File: src/rtl/pipe_ctrl_regs.sv
// rtl/pipe_ctrl_regs.sv - pipeline register chain with per-stage valid and stall/flush control
//
// Purpose:
//   NSTAGE-deep chain of WIDTH-bit pipeline registers. Stage 0 is the youngest
//   (F/D boundary), stage NSTAGE-1 the oldest (M/W boundary). A stall request
//   on bit j holds stages 0..j, and a flush on bit k empties stages 0..k. The
//   first stage above a held or flushed range receives a bubble. A flush wins
//   over a stall for the stages it covers.
//
// Configuration:
//   PIPE_DATA_ZERO_EN - when defined, any stage that loads a bubble or is
//   killed also has its payload cleared to zero. Otherwise stale payload is
//   left in place, and consumers must qualify it with stage_valid.
//
// Ports:
//   clk, resetn          clock, synchronous active-low reset
//   in_valid/in_data     new beat for stage 0
//   in_ready             stage 0 consumes in_data this cycle
//   stall_req[NSTAGE]    bit j holds stages 0..j
//   flush[NSTAGE]        bit k discards stages 0..k
//   stage_valid/_data    per-stage valid and payload (stage i at [i*WIDTH +: WIDTH])
//   stage_adv[NSTAGE]    stage i loads new content at the next edge
//   out_valid/out_data   oldest stage contents
//   out_fire             oldest stage retires this cycle

module pipe_ctrl_regs #(
  parameter int NSTAGE = 4,
  parameter int WIDTH  = 64
) (
  input  logic                     clk,
  input  logic                     resetn,
  input  logic                     in_valid,
  input  logic [WIDTH-1:0]         in_data,
  output logic                     in_ready,
  input  logic [NSTAGE-1:0]        stall_req,
  input  logic [NSTAGE-1:0]        flush,
  output logic [NSTAGE-1:0]        stage_valid,
  output logic [NSTAGE*WIDTH-1:0]  stage_data,
  output logic [NSTAGE-1:0]        stage_adv,
  output logic                     out_valid,
  output logic [WIDTH-1:0]         out_data,
  output logic                     out_fire
);

  logic [NSTAGE-1:0] holdVec;
  logic [NSTAGE-1:0] killVec;
  logic [NSTAGE-1:0] moveVec;
  logic [NSTAGE-1:0] srcValid;
  logic [NSTAGE-1:0] validReg;
  logic [WIDTH-1:0]  dataReg [NSTAGE];
  logic [WIDTH-1:0]  srcData [NSTAGE];

  // hold/kill of stage i is the OR of all request bits at or above i, so a
  // request on an older stage always covers every younger stage too.
  always_comb begin
    holdVec = '0;
    killVec = '0;
    for (int i = 0; i < NSTAGE; i++) begin
      holdVec[i] = |(stall_req >> i);
      killVec[i] = |(flush >> i);
    end
  end

  // moveVec[i]: stage i hands a real instruction to stage i+1 (or retires).
  assign moveVec  = validReg & ~holdVec & ~killVec;
  assign srcValid = {moveVec[NSTAGE-2:0], in_valid};

  always_comb begin
    srcData[0] = in_data;
    for (int i = 1; i < NSTAGE; i++) begin
      srcData[i] = dataReg[i-1];
    end
  end

  always_ff @(posedge clk) begin
    if (!resetn) begin
      validReg <= '0;
      for (int i = 0; i < NSTAGE; i++) begin
        dataReg[i] <= '0;
      end
    end else begin
      for (int i = 0; i < NSTAGE; i++) begin
        if (killVec[i]) begin
          validReg[i] <= 1'b0;
`ifdef PIPE_DATA_ZERO_EN
          dataReg[i] <= '0;
`endif
        end else if (!holdVec[i]) begin
          validReg[i] <= srcValid[i];
`ifdef PIPE_DATA_ZERO_EN
          dataReg[i] <= srcValid[i] ? srcData[i] : '0;
`else
          dataReg[i] <= srcData[i];
`endif
        end
      end
    end
  end

  for (genvar g = 0; g < NSTAGE; g++) begin : gPack
    assign stage_data[g*WIDTH +: WIDTH] = dataReg[g];
  end

  assign stage_valid = validReg;
  assign stage_adv   = killVec | ~holdVec;
  assign in_ready    = resetn & ~holdVec[0] & ~killVec[0];
  assign out_valid   = validReg[NSTAGE-1];
  assign out_data    = dataReg[NSTAGE-1];
  assign out_fire    = resetn & moveVec[NSTAGE-1];

endmodule

File: config.mk
export PLATFORM = sky130hd
export DESIGN_NAME = pipe_ctrl_regs
export DESIGN_NICKNAME = d
export VERILOG_FILES = /design/src/rtl/pipe_ctrl_regs.sv
export SDC_FILE = /design/constraint.sdc
export NUM_CORES = 1
export LEC_CHECK = 0
export CORE_MARGIN = 2
export CORE_UTILIZATION = 40
export CTS_CLUSTER_SIZE = 10
export DETAILED_ROUTE_END_ITERATION = 6
export HOLD_SLACK_MARGIN = 0.03
export PLACE_DENSITY = 0.82
export SYNTH_ARGS = -nofsm -noshare
export SYNTH_HDL_FRONTEND = slang
export SYNTH_SLANG_ARGS = --single-unit
File: constraint.sdc
create_clock -name clk -period 9.75 [get_ports clk]
set_input_delay 0.975 -clock clk [delete_from_list [all_inputs] [get_ports clk]]
set_output_delay 0.975 -clock clk [all_outputs]
set_load 0.05 [all_outputs]
Yosys cells after proc, flatten, opt, wreduce, memory -nomap -nowiden
Memory sizes are Yosys's and may differ from the RTL's.
Index checks and enable logic that the tools add are counted.
- muxes and demuxes: 21
- reduce and logical (&&, ||, !) cells: 10
- bitwise logic cells: 15
- operators by type and width (cell ; count):
    $mux W64 ; 4
    $mux W1 ; 17
    $reduce_or A4 Y1 ; 3
    $reduce_or A3 Y1 ; 3
    $and A4 B4 Y4 ; 2
    $not A4 Y4 ; 2
    $reduce_or A2 Y1 ; 3
    $reduce_or A5 Y1 ; 1
    $or A1 B1 Y1 ; 4
    $or A4 B4 Y4 ; 1
    $and A1 B1 Y1 ; 3
    $not A1 Y1 ; 3
- input port bits: 75
- output and inout bits: 331
- register bits: 4
- memories: 1
- memory bits (writable): 256
- word-level logic and storage cells: 51
- memory list (memory ; words ; bits a word ; rd ports ; clocked after Yosys merged registers in ; wr ports ; line ; RTL):
    dataReg ; 4 ; 64 ; 4 ; 0 ; 4 ; 50 ; logic [WIDTH-1:0] dataReg [NSTAGE];

Longest topological paths before layout
- depth after elaboration: 6
- gate-level depth with buffers: 6
- depth with buffers taken out: 3

Worst setup path before layout
OpenSTA, ideal clock, no wires.
- kind: input-to-reg
- from: input port stall_req[3]
- to: memory dataReg[2][0] (netlist: dataReg[0][128]) (enable)
- data required time: 9.089 ns
- path buffers: 1
- arrival time: 7.705 ns
- stages on the path: 2
- setup time: 0.661 ns
- slack: 1.384 ns
- cell sequence: buf_2 o41ai_1
- RTL lines (what ; line ; RTL):
    from (decl) ; 35 ; input logic [NSTAGE-1:0] stall_req,
    to (decl) ; 50 ;

Worst setup path in the final report
- from: input port stall_req[3]
- to: output port in_ready
- longest elaborated chain between the ends: 4
- ends and longest elaborated chain (what ; line ; RTL):
    $reduce_or A4 Y1 ; 59 ; holdVec[i] = |(stall_req >> i);
    $not A1 Y1 ; 106 ; assign in_ready = resetn & ~holdVec[0] & ~killVec[0];
    $and A1 B1 Y1 (2 in series) ; 106 ;
    to (decl) ; 34 ; output logic in_ready,
Every way passes these cells.

==> results.ini <==
[detailed_routing]
drc=0
post_drt_wl_per_cell_um=19.15
finalWirelength_mm=25.68
wl_met1_mm=9.244
drtPass1Iterations=4
ant_nets=0
drt-vias-per-instance=4.645
vias=6229
drtIter0Drc=316
routed-wl-met3_mm=2.326
top_layer=met5
dr_wl_met2_mm=13.34

[critical_path]
critPathKind=in2out
cp-end-kind=primary output
path_max_fanout=12
cp.required_ns=8.78
cp.arrival_ns=3.43
critPathLaunchType=primary input

[yosys]
syn_area_per_cell_um2=15.89
synthTopCellsByArea=edfxtp_1 (75%), and2_1 (16%), buf_4 (4.8%)
synth_warnings=0
ys_ff_latch=260
synth.top_cell.area_share_pct=75.12
seq_area_frac_synth_pct=75.90
ys_types=27
synth_nets=719
yosys.area.top_type=edfxtp_1
syn_area_um2=10230
synthCells=644

[die]
die_height_um=164.0
die_x_um=164.0
die_area_um2=26880
io_pins=406
rows=58
initial_core_util_pct=40.64
fp.coreArea_um2=25180

[cts]
cts-buffers-inserted=30
clkLatencyLatePin_ns=0.53
cts.root.buffer_cell=clkbuf_16
cts.sinks=260
htreeDepth=1
clk_pin_slew_worst_paths_ns=0.05
clockBufferDepth=3
cts_tree=built
ctsResizeCount=0
cts_hold_buf=0
post-cts-setup-buffers=0

[place]
place.gp.congestion=0.8882
placed_cells=1293
portBuffers=405
hpwlAfterDp_mm=18.65
postPlaceCellArea_um2=14180
place_ws_ns=5.362

[global_routing]
grt_overflow=0
antenna_found_initial=3
grtUsageTotal_pct=18.43
grt_pass1_wl_mm=37.16
grt_pass1_vias=6207
grt_max_degree=65

[layout]
stdcell_count=1341
layout-area-overhead-vs-synth_pct=46.96
drive_gt1_share_pct=4.955
final_area_um2=15040
final_common_cell=clkdlybuf4s50_1
layout_common_cells=clkdlybuf4s50_1 (405), and2_1 (257), edfxtp_1 (256), clkbuf_16 (31), clkbuf_1 (12)
post-route-util_pct=59.72
final_nets=1070

[timing]
rsz0062_at_grt=no
max_freq_mhz=227.3
hold_violations=0
setup_ws_ns=5.350
worstMarginPinSlew_ns=1.019
tns_ns=0
clock_skew_ns=0.007947
slew_violations=0
period_share_pct=45.13
finalSetupViolations=0
slew_headroom_pct=31.83
timing.hold.ws_ns=0.4904
period_minus_slack_ns=4.400

[power_and_ir_drop]
p_sw_share_pct=26.85
power_frac_comb_pct=16.4
leakagePower_nw=5.478
totalPowerFinal_mw=2.763
seqPwrFrac_pct=47.5
ir_worst_vdd_mv=0.1346
cell_internal_pwr_mw=2.021
p_switching_mw=0.7418
p_per_area_nw_per_um2=183.7
pwr-share-clk_pct=36.1

[worst_hold_path]
hold_class=reg2reg

[flow_run]
drv_cap=0

[run_status]
outcome=finished, final reports clean

-- worst max-delay path, stage by stage --
cell             delay (ns)
clkdlybuf4s50_1        0.70
or4_4                  0.72
nor3_4                 0.19
clkdlybuf4s50_1        0.83
-- synth_stat cells --
master	number
and2_1	257
edfxtp_1	256
buf_4	66
clkbuf_1	19
nand2_1	6
buf_6	5
buf_2	4
dfxtp_1	4
o21ai_0	4
nand2b_1	3
nor3_1	3
a21oi_1	2
a211oi_1	1
and3_1	1
mux2i_1	1
nand3_1	1
nand4b_1	1
nand4bb_1	1
nor2_1	1
nor3_2	1
nor3b_1	1
nor4_1	1
nor4_2	1
o41ai_1	1
or3_1	1
or4_4	1
or4b_4	1
-- power groups by stage --
stage / registers, mW / logic [mW] / clock network [mW]
floorplan: 1.52 / 0.110 / 0
global placement: 1.33 / 0.454 / 0
detailed placement: 1.33 / 0.456 / 0
CTS: 1.31 / 0.457 / 1.02
global route: 1.32 / 0.467 / 1.07
finish: 1.31 / 0.454 / 0.998
-- path summary, 6_finish.rpt --
check	startpoint	to	slack, ns	cells after the start
hold reg to reg	stage_valid[1]$_SDFFE_PP0N_	stage_valid[1]$_SDFFE_PP0N_	0.49	2
setup / recovery	stall_req[3]	in_ready	5.35	4
setup reg to reg	dataReg[0][3]$_SDFFCE_PN0P_	dataReg[0][67]$_SDFFCE_PN0P_	8.86	1
hold / removal	stage_valid[1]$_SDFFE_PP0N_	stage_valid[1]$_SDFFE_PP0N_	0.49	2
-- area by class of cell --
| class | count | area [um2] |
|---|---|---|
| diodes | 2 | 5.005 |
| multi-input cells | 290 | 1882 |
| repair buffers | 413 | 4114 |
| flip-flops and latches | 260 | 7767 |
| clock buffers | 43 | 820.8 |
| well taps | 330 | 412.9 |
| clock inverters | 3 | 37.54 |
| fillers | 1848 | 10140 |
-- metal layers --
layer | GRT usage [%] | vias up
met5 | 0 | -
met3 | 5.631 | 52
met2 | 32.91 | 300
li1 | - | 2858
met4 | 6.978 | 2
met1 | 20.68 | 3017
-- flip-flops by register name, summed over array words and instances, names as in the netlist --
name         flops
dataReg        256
stage_valid      4
-- logic make-up after synthesis --
family	share of synthesized area, %
muxes	0.09782
AOI/OAI and AO/OA	0.4524
DFF	75.90
buffers and inverters	6.284
and+or+nand+nor	17.26
Note: power is estimated with default switching activity, not from simulation.
